File: src/rtl/csa_pkg.sv
// Shared types and default sizing for the CSA final carry-propagate adder pipeline.
package csa_pkg;

  localparam int unsigned CSA_WIDTH       = 48;
  localparam int unsigned CSA_CHUNK       = 12;
  localparam int unsigned CSA_NSTG        = CSA_WIDTH / CSA_CHUNK;
  localparam int unsigned CSA_STICKY_BITS = 22;

  // One pipeline stage's payload. Operand remainders are kept right-aligned so the
  // next chunk to add always sits at bit 0; resolved bits above the current chunk are zero.
  typedef struct packed {
    logic [CSA_WIDTH-1:0] resolved;
    logic                 carry;
    logic [CSA_WIDTH-1:0] sum_rem;
    logic [CSA_WIDTH-1:0] carry_rem;
    logic                 sticky;
  } csa_stage_t;

endpackage

File: src/rtl/csa_chunk_add.sv
// Combinational W-bit adder with carry-in and carry-out; one instance per pipeline stage.
module csa_chunk_add
  import csa_pkg::*;
#(
  parameter int unsigned W = CSA_CHUNK
) (
  input  logic [W-1:0] a,
  input  logic [W-1:0] b,
  input  logic         cin,
  output logic [W-1:0] sum_c,
  output logic         cout_c
);

  localparam int unsigned WE = W + 1;

  // Single chunk add; the extra bit captures the carry out.
  always_comb begin
    {cout_c, sum_c} = WE'(a) + WE'(b) + WE'(cin);
  end

endmodule

File: src/rtl/csa_final_adder_pipe.sv
// Chunked, pipelined carry-propagate adder resolving a Wallace sum/carry pair into a
// binary product with valid/ready flow control. Optional sticky generation is enabled
// by defining CSA_FINAL_ADDER_STICKY_EN.
module csa_final_adder_pipe
  import csa_pkg::*;
#(
  parameter int unsigned WIDTH       = CSA_WIDTH,
  parameter int unsigned CHUNK       = CSA_CHUNK,
  parameter int unsigned STICKY_BITS = CSA_STICKY_BITS
) (
  input  logic             i_clk,
  input  logic             i_rst_n,
  input  logic             i_valid,
  output logic             o_ready,
  input  logic [WIDTH-1:0] i_sum,
  input  logic [WIDTH-1:0] i_carry,
  output logic             o_valid,
  input  logic             i_ready,
  output logic [WIDTH-1:0] o_product,
  output logic             o_cout,
  output logic             o_sticky
);

  localparam int unsigned NSTG = WIDTH / CHUNK;

  // Elaboration-time sanity checks on the configuration.
  if ((WIDTH % CHUNK) != 0) begin : g_chk_chunk
    $error("csa_final_adder_pipe: WIDTH must be a multiple of CHUNK");
  end
  if (WIDTH != CSA_WIDTH) begin : g_chk_width
    $error("csa_final_adder_pipe: WIDTH must match csa_pkg::CSA_WIDTH (payload struct size)");
  end
  if (STICKY_BITS > WIDTH) begin : g_chk_sticky
    $error("csa_final_adder_pipe: STICKY_BITS must not exceed WIDTH");
  end

  csa_stage_t       pipe_q  [NSTG];
  logic [NSTG-1:0]  v_q;
  logic [NSTG-1:0]  adv_c;
  logic [NSTG-1:0]  in_valid_c;
  csa_stage_t       prev_c  [NSTG];
  csa_stage_t       nxt_c   [NSTG];
  logic [CHUNK-1:0] add_a   [NSTG];
  logic [CHUNK-1:0] add_b   [NSTG];
  logic [CHUNK-1:0] add_s   [NSTG];
  logic [NSTG-1:0]  add_ci;
  logic [NSTG-1:0]  add_co;

  // Advance chain: a stage may load if it is empty or its successor is moving.
  always_comb begin
    adv_c         = '0;
    adv_c[NSTG-1] = ~v_q[NSTG-1] | i_ready;
    for (int k = int'(NSTG) - 2; k >= 0; k--) begin
      adv_c[k] = ~v_q[k] | adv_c[k+1];
    end
  end

  assign o_ready = adv_c[0];

  // Source of each stage: stage 0 sees the raw inputs, later stages see their predecessor.
  always_comb begin
    prev_c[0]     = '{resolved: '0, carry: 1'b0, sum_rem: i_sum, carry_rem: i_carry, sticky: 1'b0};
    in_valid_c    = '0;
    in_valid_c[0] = i_valid;
    for (int unsigned k = 1; k < NSTG; k++) begin
      prev_c[k]     = pipe_q[k-1];
      in_valid_c[k] = v_q[k-1];
    end
    for (int unsigned k = 0; k < NSTG; k++) begin
      add_a[k]  = prev_c[k].sum_rem[CHUNK-1:0];
      add_b[k]  = prev_c[k].carry_rem[CHUNK-1:0];
      add_ci[k] = prev_c[k].carry;
    end
  end

  // One chunk adder per stage keeps a single CHUNK-bit carry chain between registers.
  for (genvar g = 0; g < int'(NSTG); g++) begin : g_add
    csa_chunk_add #(
      .W (CHUNK)
    ) u_add (
      .a      (add_a[g]),
      .b      (add_b[g]),
      .cin    (add_ci[g]),
      .sum_c  (add_s[g]),
      .cout_c (add_co[g])
    );
  end

  // Next payload: merge the new chunk into the resolved bits and consume one chunk of operands.
  always_comb begin
    for (int unsigned k = 0; k < NSTG; k++) begin
      nxt_c[k]           = prev_c[k];
      nxt_c[k].resolved  = prev_c[k].resolved | (WIDTH'(add_s[k]) << (k * CHUNK));
      nxt_c[k].carry     = add_co[k];
      nxt_c[k].sum_rem   = prev_c[k].sum_rem >> CHUNK;
      nxt_c[k].carry_rem = prev_c[k].carry_rem >> CHUNK;
`ifdef CSA_FINAL_ADDER_STICKY_EN
      for (int unsigned j = 0; j < CHUNK; j++) begin
        if ((k * CHUNK + j) < STICKY_BITS) begin
          nxt_c[k].sticky = nxt_c[k].sticky | add_s[k][j];
        end
      end
`endif
    end
  end

  // Stage registers: load on advance, otherwise hold; reset drops everything in flight.
  always_ff @(posedge i_clk or negedge i_rst_n) begin
    if (!i_rst_n) begin
      v_q <= '0;
      for (int unsigned k = 0; k < NSTG; k++) begin
        pipe_q[k] <= '0;
      end
    end else begin
      for (int unsigned k = 0; k < NSTG; k++) begin
        if (adv_c[k]) begin
          v_q[k] <= in_valid_c[k];
          if (in_valid_c[k]) begin
            pipe_q[k] <= nxt_c[k];
          end
        end
      end
    end
  end

  assign o_valid   = v_q[NSTG-1];
  assign o_product = pipe_q[NSTG-1].resolved;
  assign o_cout    = pipe_q[NSTG-1].carry;

`ifdef CSA_FINAL_ADDER_STICKY_EN
  assign o_sticky = pipe_q[NSTG-1].sticky;

  // Operand remainders are fully consumed by the last stage.
  logic unused_tail;
  assign unused_tail = ^{pipe_q[NSTG-1].sum_rem, pipe_q[NSTG-1].carry_rem};
`else
  assign o_sticky = 1'b0;

  // Operand remainders and the constant-zero sticky bit are dead at the last stage.
  logic unused_tail;
  assign unused_tail = ^{pipe_q[NSTG-1].sum_rem, pipe_q[NSTG-1].carry_rem, pipe_q[NSTG-1].sticky};
`endif

endmodule

File: config.mk
export PLATFORM = sky130hd
export DESIGN_NAME = csa_final_adder_pipe
export DESIGN_NICKNAME = d
export VERILOG_FILES = /design/src/rtl/csa_pkg.sv /design/src/rtl/csa_chunk_add.sv /design/src/rtl/csa_final_adder_pipe.sv
export SDC_FILE = /design/constraint.sdc
export NUM_CORES = 1
export LEC_CHECK = 0
export BUFFER_PORTS_ARGS = -buffer_cell sky130_fd_sc_hd__buf_2
export CORE_MARGIN = 2
export CORE_UTILIZATION = 55
export CTS_CLUSTER_SIZE = 16
export DETAILED_ROUTE_END_ITERATION = 7
export HOLD_SLACK_MARGIN = 0.08
export MAX_ROUTING_LAYER = met4
export PLACE_DENSITY_LB_ADDON = 0.25
export SLEW_MARGIN = 30
export SYNTH_ARGS = -nofsm -noshare
export SYNTH_HDL_FRONTEND = slang
export SYNTH_HIERARCHICAL = 1
export SYNTH_SLANG_ARGS = --single-unit
File: constraint.sdc
create_clock -name i_clk -period 2.7 [get_ports i_clk]
set_input_delay 0.135 -clock i_clk [delete_from_list [all_inputs] [get_ports i_clk]]
set_output_delay 0.135 -clock i_clk [all_outputs]
set_load 0.01 [all_outputs]
# [Word level (Yosys, flattened, before mapping)]
# Cells that the tools add are included.
[classes] n_bitwise=11 addsub=7 reduce_logical=4
[op_table] operator="$add A12 B12 Y13" count=4
[op_table] operator="$or A48 B36 Y48" count=1
[op_table] operator="$or A48 B48 Y48" count=1
[op_table] operator="$add A13 B1 Y13" count=3
[op_table] operator="$or A12 B24 Y24" count=1
[op_table] operator="$reduce_and A2 Y1" count=4
[op_table] operator="$not A1 Y1" count=4
[op_table] operator="$or A1 B1 Y1" count=4
[totals] out_inout_bits=52 regBits=308 in_bits=100 elab_cells=40

# [Logic depth before layout (Yosys ltp)]
# Gate-level depths: netlist of the first run.
[depth] word_depth=6 mapped_depth=7 ltp_nobuf=7

# [Modules after synthesis]
# Netlist of the first run, hierarchy kept.
[by_module_without_submodules] mod="csa_final_adder_pipe" n_inst=1 seq_area_each_um2=6806.5 cells_each=582 area_each_um2=10318.6
[by_module_without_submodules] mod="csa_chunk_add (g_add[0].u_add ...)" n_inst=3 seq_area_each_um2=0.0 cells_each=83 area_each_um2=646.9
[by_module_without_submodules] mod="csa_chunk_add (g_add[3].u_add)" n_inst=1 seq_area_each_um2=0.0 cells_each=79 area_each_um2=631.9

# [Least setup slack after synthesis of the first run]
# Ideal clock, no wire load.
[synth_path] kind="register to register" from="register pipe_q (netlist bit add_a[24])" to="register pipe_q (netlist bit add_ci[2])" slack_ns=0.223 t_arrival_ns=2.353 stages_incl_launch_ff=8 required_time_ns=2.575 period_less_slack_ns=2.477 setup_ns=0.125 n_path_buf=0 cell_sequence="dfrtp_1 -> fa_1 -> fa_1 -> a211oi_1 -> o21ai_0 -> a31o_2 -> a31o_2 -> mux2_2"
[synth_via] elab_chain_cells=2
[synth_lines] item="from (decl)" line="csa_final_adder_pipe.sv:37" source="csa_stage_t pipe_q [NSTG];"
[synth_lines] item="from (signal, indexed assignment)" line="csa_final_adder_pipe.sv:119" source="pipe_q[k] <= nxt_c[k];"
[synth_lines] item="$add A12 B12 Y13" line="csa_chunk_add.sv:18" source="{cout_c, sum_c} = WE'(a) + WE'(b) + WE'(cin);"
[synth_lines] item="$add A13 B1 Y13" line="csa_chunk_add.sv:18"
[synth_lines] item="via add_co[1]" line="csa_final_adder_pipe.sv:47" source="logic [NSTG-1:0] add_co;"
# The timed path passes the listed nets, and every way through them passes these cells.
# A chain may end at the register's enable or synchronous reset.

# [Worst setup path after layout of the first run]
[layout_path] from="register pipe_q (netlist bit add_a[12])" to="register pipe_q (netlist bit add_ci[3])"
# The elaborated chain is that of the path after synthesis.

==> impl_metrics.env, run 1 <==
export IMPL_cp_start_kind="flop"
export IMPL_worstSkewPairLatency_ns=0.55
export IMPL_drt_iter0_drc=275
export IMPL_cts_root_buf="clkbuf_16"
export IMPL_firstDrtPassIters=4
export IMPL_layout_nets=1301
export IMPL_critPathLaunch="add_a[12]$_DFFE_PN0P_"
export IMPL_mostFrequentLayoutCells="272 x dfrtp_1, 218 x mux2_2, 149 x buf_2"
export IMPL_max_cap_violations=0
export IMPL_r2r_slack_ns=0.1
export IMPL_n_antenna_cell=0
export IMPL_grt_pass1_wl_microns=41400
export IMPL_die_width_microns=157
export IMPL_coreArea_sq_um=23300
export IMPL_cts_buffers=29
export IMPL_period_needed_ns=2.60
export IMPL_synth_area_leaders="dfrtp_1 53%, mux2_2 19%, mux2_4 5.8%"
export IMPL_avgSynthCellArea_sq_um=14.2
export IMPL_ir_worst_vdd_mv=0.551
export IMPL_final_common_cell="dfrtp_1"
export IMPL_rr_worst_depth=7
export IMPL_post_drt_wl_per_cell_microns=16.9
export IMPL_slew_headroom=0.512
export IMPL_worstPathMaxFanout=2
export IMPL_die_h_microns=157
export IMPL_crit_end="add_ci[3]$_DFFE_PN0P_"
export IMPL_timing_fmax_ghz=0.384
export IMPL_worstSetupPathType="flop to flop"
export IMPL_syn_to_final_growth_pct=22.5
export IMPL_overflow=0
export IMPL_io_pins=152
export IMPL_r2r_end="add_ci[3]$_DFFE_PN0P_"
export IMPL_portBuffers=150
export IMPL_dpl_hpwl_microns=16000
export IMPL_antenna_found_initial=0
export IMPL_clock_sinks=272
export IMPL_cts_tree="done"
export IMPL_setup_violations=0
export IMPL_regToRegStartpoint="add_a[12]$_DFFE_PN0P_"
export IMPL_grt_max_degree=95
export IMPL_fin_crit_sh=0.964
export IMPL_slew_viol_final=0
export IMPL_netlist_instances=910
export IMPL_status="finished clean"
export IMPL_ys_ff_latch=272
export IMPL_initial_utilization=0.554
export IMPL_yosysWarnings=6
export IMPL_synth_top_area_frac=0.528
export IMPL_utilization=0.679
export IMPL_p_leak_nw=7.14
export IMPL_die_area_sq_um=24700
export IMPL_yosysTopAreaCell="dfrtp_1"
export IMPL_synthDistinctLibCells=51
export IMPL_grt_use_total=0.215
export IMPL_fin_skew_ns=0.00764
export IMPL_antenna_left=0
export IMPL_synth_ff_type="dfrtp_1"
export IMPL_ys_async_sr_fraction=1.00
export IMPL_seq_area_frac_synth=0.528
export IMPL_p_per_area_nw_per_um2=1020
export IMPL_fin_ws_ns=0.0976
export IMPL_place_ws_ns=0.0409
export IMPL_endpoint_kind="flop"
export IMPL_htree_levels=1
export IMPL_clkTransAtPathRegs_ns=0.07
export IMPL_drc_errors=0
export IMPL_gp_congestion=0.851
export IMPL_arrival_ns=3.04
export IMPL_min_path_type="input port to flop"
export IMPL_first_global_vias=8335
export IMPL_synth_edf_count=0
export IMPL_cp_required_ns=3.13
export IMPL_num_vias=8019
export IMPL_netlist_area_sq_um=12900
export IMPL_finalWirelength_microns=25100
export IMPL_layout_drive_gt1_share=0.436
export IMPL_finalHoldViolCount=0
export IMPL_cts_setup_buffers=0
export IMPL_vias_per_cell=5.38
export IMPL_clock_path_buffers=3
export IMPL_tightest_slew_ns=0.732
export IMPL_rows=56
export IMPL_worstHoldStart="i_sum[11]"
## repair_timing
item                                    CTS  global route
hold buffers                             81             0
endpoints found under the setup margin    0             3
endpoints found under the hold margin   167             0
resized for setup                         0             3
## layer usage
| layer | global-route usage | vias to the layer above | share of wire | routed length (microns) |
|---|---|---|---|---|
| met1 | 0.279 | 4012 | 0.46 | 11500 |
| met4 | 0.0558 | 0 | 0.024 | 607 |
| met5 | - | - | 0 | 0 |
| li1 | - | 3834 | - | - |
| met3 | 0.0336 | 41 | 0.034 | 863 |
| met2 | 0.356 | 132 | 0.48 | 12200 |
## through the flow
step | cells | hold slack, ns | power (mW) | setup TNS (ns) | instance area, sq um
final | 1490 | 0.163 | 16.1 | 0 | 15800
after global routing | 1490 | 0.175 | 17.2 | -0.0110 | 15800
after CTS | 1490 | 0.140 | 16.2 | 0 | 15800
after detailed placement | 1356 | 0.216 | 12.0 | 0 | 14000
after global placement | 1356 | 0.212 | 11.8 | 0 | 14000
after floorplan | 911 | -0.161 | 10.5 | 0 | 12900
## worst max-delay path: stages (launching register included)
cell and delay (ns):
dfrtp_1 0.40, fa_1 0.47, fa_1 0.45, a211oi_2 0.29, o21ai_0 0.16, a31o_2 0.26
a31o_2 0.22, mux2_2 0.25
## registers in the layout, indices dropped and copies added, names as in the netlist
signal     cells
add_b         36
add_a         36
pipe_q        72
v_q            4
add_ci         3
o_cout         1
o_product     48
nxt_c         72
## layout make-up
type                       count  area [sq um]
clock inverter                16           181
timing repair buffer         245          1750
sequential                   272          6810
clock buffer                  37           806
multi-input combinational    594          5820
tap                          319           399
inverter                       7          26.3
fill                        1671          7470
## cell usage after synthesis, types with 3 or more instances
cell type and n:
or2_2 4, fa_1 8, nand4_1 3, or4b_1 3, xnor2_1 21, nand2_1 15
o2111ai_1 4, and4_2 4, a2111oi_0 9, inv_1 7, a2111o_1 4, mux2i_1 3
mux2_2 218, nand3_1 16, and3_2 4, and2_1 5, ha_1 44, a31o_2 9
a21o_1 23, nand2b_1 18, buf_8 5, o311ai_0 6, dfrtp_1 272, buf_2 14
xor2_1 7, nor2_1 17, a31oi_1 4, buf_6 4, a21boi_0 4, a21oi_1 28
nor2b_1 7, mux2_4 50, clkbuf_1 6, a311oi_1 3, nor3b_1 5, buf_4 9
o211ai_1 6, o21ai_0 11, and4_1 3, a211oi_1 5, or4_1 9, o21bai_1 4
## worst min-delay path by stage
stage | slack [ns] | depth (start not counted) | end
after floorplan | -0.16 | 0 | add_a[0]$_DFFE_PN0P_
after global placement | 0.21 | 1 | pipe_q[539]$_DFFE_PN0P_
after detailed placement | 0.22 | 1 | pipe_q[539]$_DFFE_PN0P_
after CTS | 0.14 | 4 | add_ci[1]$_DFFE_PN0P_
after global routing | 0.17 | 4 | add_ci[1]$_DFFE_PN0P_
final | 0.16 | 4 | add_ci[1]$_DFFE_PN0P_
## kinds of logic after synthesis
group,count (synthesis),synth area share
flops,272,0.528
mux,271,0.251
compound gates,122,0.0677
simple gates,119,0.0550
fa+ha+maj,52,0.0551
buf+inv,45,0.0238
xor+xnor,28,0.0190
other cells,1,0.000291
## report_power, final
| group | switching [mW] | leakage, nW | total (mW) | internal [mW] |
|---|---|---|---|---|
| combinational | 2.63 | 3.49 | 5.76 | 3.13 |
| sequential | 0.815 | 3.17 | 6.34 | 5.52 |
| clock | 1.63 | 0.483 | 4.03 | 2.40 |
Power figures use the tool's default switching activity.
==> inputs of run 2 (changes only) <==
==> constraint.sdc (replaced) <==
create_clock -name i_clk -period 2.7 [get_ports i_clk]
set_input_delay 0.405 -clock i_clk [delete_from_list [all_inputs] [get_ports i_clk]]
set_output_delay 0.405 -clock i_clk [all_outputs]
set_load 0.01 [all_outputs]
==> run 2 against run 1 <==
First-iteration DRC count is 0.73% higher. Die area unchanged. Non-clock buffer count shrank 51. Flip-flop and latch count is the same. Clock skew grew 0.0053 ns. Count of clock-buffer cells in the layout is 5 higher. Power decreased by 2.1%. Worst hold slack got worse by 0.060 ns. Register-to-register slack is essentially flat. Maximum frequency is 0.42% higher. Via count fell by 2.3%. Critical path type unchanged.
==> impl_metrics.env, run 2 (synthesis gave the netlist of run 1 again) <==
export IMPL_slew_viol_final=0
export IMPL_worstPathMaxFanout=2
export IMPL_p_leak_nw=6.89
export IMPL_design_area_sq_um=15200
export IMPL_drc_errors=0
export IMPL_cts_buffers=29
export IMPL_whs_ns=0.103
export IMPL_finalSetupTns_ns=0
export IMPL_die_width_microns=157
export IMPL_clkTransAtPathRegs_ns=0.06
export IMPL_cp_slowest_cell="fa_1"
export IMPL_cp_start_kind="flop"
export IMPL_rows=56
export IMPL_p_per_area_nw_per_um2=1040
export IMPL_period_needed_ns=2.59
export IMPL_grt_max_degree=67
export IMPL_initial_utilization=0.554
export IMPL_cts_setup_buffers=0
export IMPL_clock_sinks=272
export IMPL_endpoint_kind="flop"
export IMPL_grt_use_total=0.204
export IMPL_portBuffers=150
export IMPL_p_seq_frac=0.400
export IMPL_antenna_left=0
export IMPL_critPathMaxStageDelay_ns=0.47
export IMPL_coreArea_sq_um=23300
export IMPL_post_dp_cell_area_sq_um=14000
export IMPL_final_common_cell="dfrtp_1"
export IMPL_finalWirelength_microns=24200
export IMPL_die_h_microns=157
export IMPL_worstSetupPathType="flop to flop"
export IMPL_syn_to_final_growth_pct=17.8
export IMPL_drt_iter0_drc=277
export IMPL_dpl_hpwl_microns=16200
export IMPL_fin_crit_sh=0.960
export IMPL_finalHoldViolCount=0
export IMPL_combPwrFrac=0.362
export IMPL_gp_congestion=0.858
export IMPL_die_area_sq_um=24700
export IMPL_slew_headroom=0.578
export IMPL_cts_tree="done"
export IMPL_num_vias=7834
export IMPL_firstDrtPassIters=4
export IMPL_first_global_vias=7932
export IMPL_dp_cells=1359
export IMPL_layout_nets=1250
export IMPL_post_drt_wl_per_cell_microns=16.9
export IMPL_cp_required_ns=3.12
export IMPL_swShare=0.313
export IMPL_worstSkewPairLatency_ns=0.54
export IMPL_layoutNonFillerInstCount=1434
export IMPL_internal_power_mw=10.9
export IMPL_overflow=0
export IMPL_cts_root_buf="clkbuf_16"
export IMPL_arrival_ns=3.01
export IMPL_power_frac_clock=0.238
export IMPL_timing_fmax_ghz=0.386
export IMPL_max_cap_violations=0
export IMPL_ir_worst_vdd_mv=0.535
export IMPL_tightest_slew_ns=0.627
export IMPL_grt_pass1_wl_microns=39500
export IMPL_layout_drive_gt1_share=0.454
export IMPL_setup_violations=0
export IMPL_io_pins=152
export IMPL_fin_skew_ns=0.0129
export IMPL_crit_chain="fa_1 > fa_1 > a211oi_2 > o21ai_0 > a31o_2 > a31o_2 > mux2_2"
export IMPL_mostFrequentLayoutCells="272 x dfrtp_1, 218 x mux2_2, 149 x buf_2"
export IMPL_vias_per_cell=5.46
export IMPL_p_sw_mw=4.95
export IMPL_finalPower_mw=15.8
export IMPL_htree_levels=1
export IMPL_min_path_type="input port to flop"
export IMPL_antenna_found_initial=1
export IMPL_status="finished clean"
export IMPL_clock_path_buffers=3
==> run 2: cell count changes in the layout (fill, tap and decap cells not counted), moves of 2 or more <==
cell | before | now
bufinv_16 | 3 | 1
clkbuf_8 | 5 | 7
buf_4 | 8 | 11
clkinv_2 | 7 | 3
clkinvlp_4 | 3 | 0
clkbuf_1 | 3 | 6
dlygate4sd3_1 | 81 | 27
==> run 2: worst paths after layout <==
check / endpoint / depth (start not counted) / slack [ns] / from
max in group asynchronous: nxt_c[316]$_DFFE_PN0P_ / 3 / 1.55 / i_rst_n
worst max register to register: add_ci[2]$_DFFE_PN0P_ / 7 / 0.11 / add_a[24]$_DFFE_PN0P_
worst min-delay path: add_a[34]$_DFFE_PN0P_ / 2 / 0.10 / i_sum[22]
min in group asynchronous: pipe_q[539]$_DFFE_PN0P_ / 2 / 0.40 / i_rst_n
worst min register to register: pipe_q[255]$_DFFE_PN0P_ / 1 / 0.49 / pipe_q[401]$_DFFE_PN0P_
worst max-delay path: add_ci[2]$_DFFE_PN0P_ / 7 / 0.11 / add_a[24]$_DFFE_PN0P_
==> run 2: critical path: cells and delay by family, from the launching register on <==
family,cells,cell delay (ns)
flops,1,0.39
compound gates,4,0.95
mux,1,0.25
fa+ha+maj,2,0.90
==> run 2: layer usage <==
metal	share of wire	vias up	wire length, microns	GRT usage
met4	0.015	0	352	0.0446
met5	0	-	0	-
met3	0.047	32	1140	0.0350
met2	0.48	161	11600	0.331
met1	0.46	3898	11100	0.272
li1	-	3743	-	-
==> run 2: stage by stage <==
step	setup WS, ns	utilization
2_1_floorplan	0.198	-
3_3_place_gp	-0.0915	0.602
3_5_place_dp	-0.122	0.602
4_1_cts	0.0126	0.652
5_1_grt	-0.0156	0.653
6_report	0.108	0.653
==> run 2: what timing repair did <==
| item | 4_1_cts | 5_1_grt |
|---|---|---|
| gates resized for setup | 0 | 4 |
| setup endpoints to repair | 0 | 3 |
| hold endpoints to repair | 84 | 1 |
| hold buffers | 26 | 1 |
==> run 2: area by class of cell <==
class                   instances  area [sq um]
well taps                     319           399
diodes                          1          2.50
clock buffers                  42           845
clock inverters                 5          53.8
flip-flops and latches        272          6810
fillers                      1788          8080
inverters                       7          26.3
repair buffers                194          1230
multi-input cells             594          5820
==> run 2: power by group through the flow <==
stage          Sequential [mW]  Clock, mW  Combinational [mW]
3_5_place_dp              6.40          0                5.66
2_1_floorplan             6.31          0                4.14
5_1_grt                   6.51       4.04                6.30
3_3_place_gp              6.34          0                5.48
4_1_cts                   6.34       3.87                5.72
6_report                  6.32       3.77                5.71
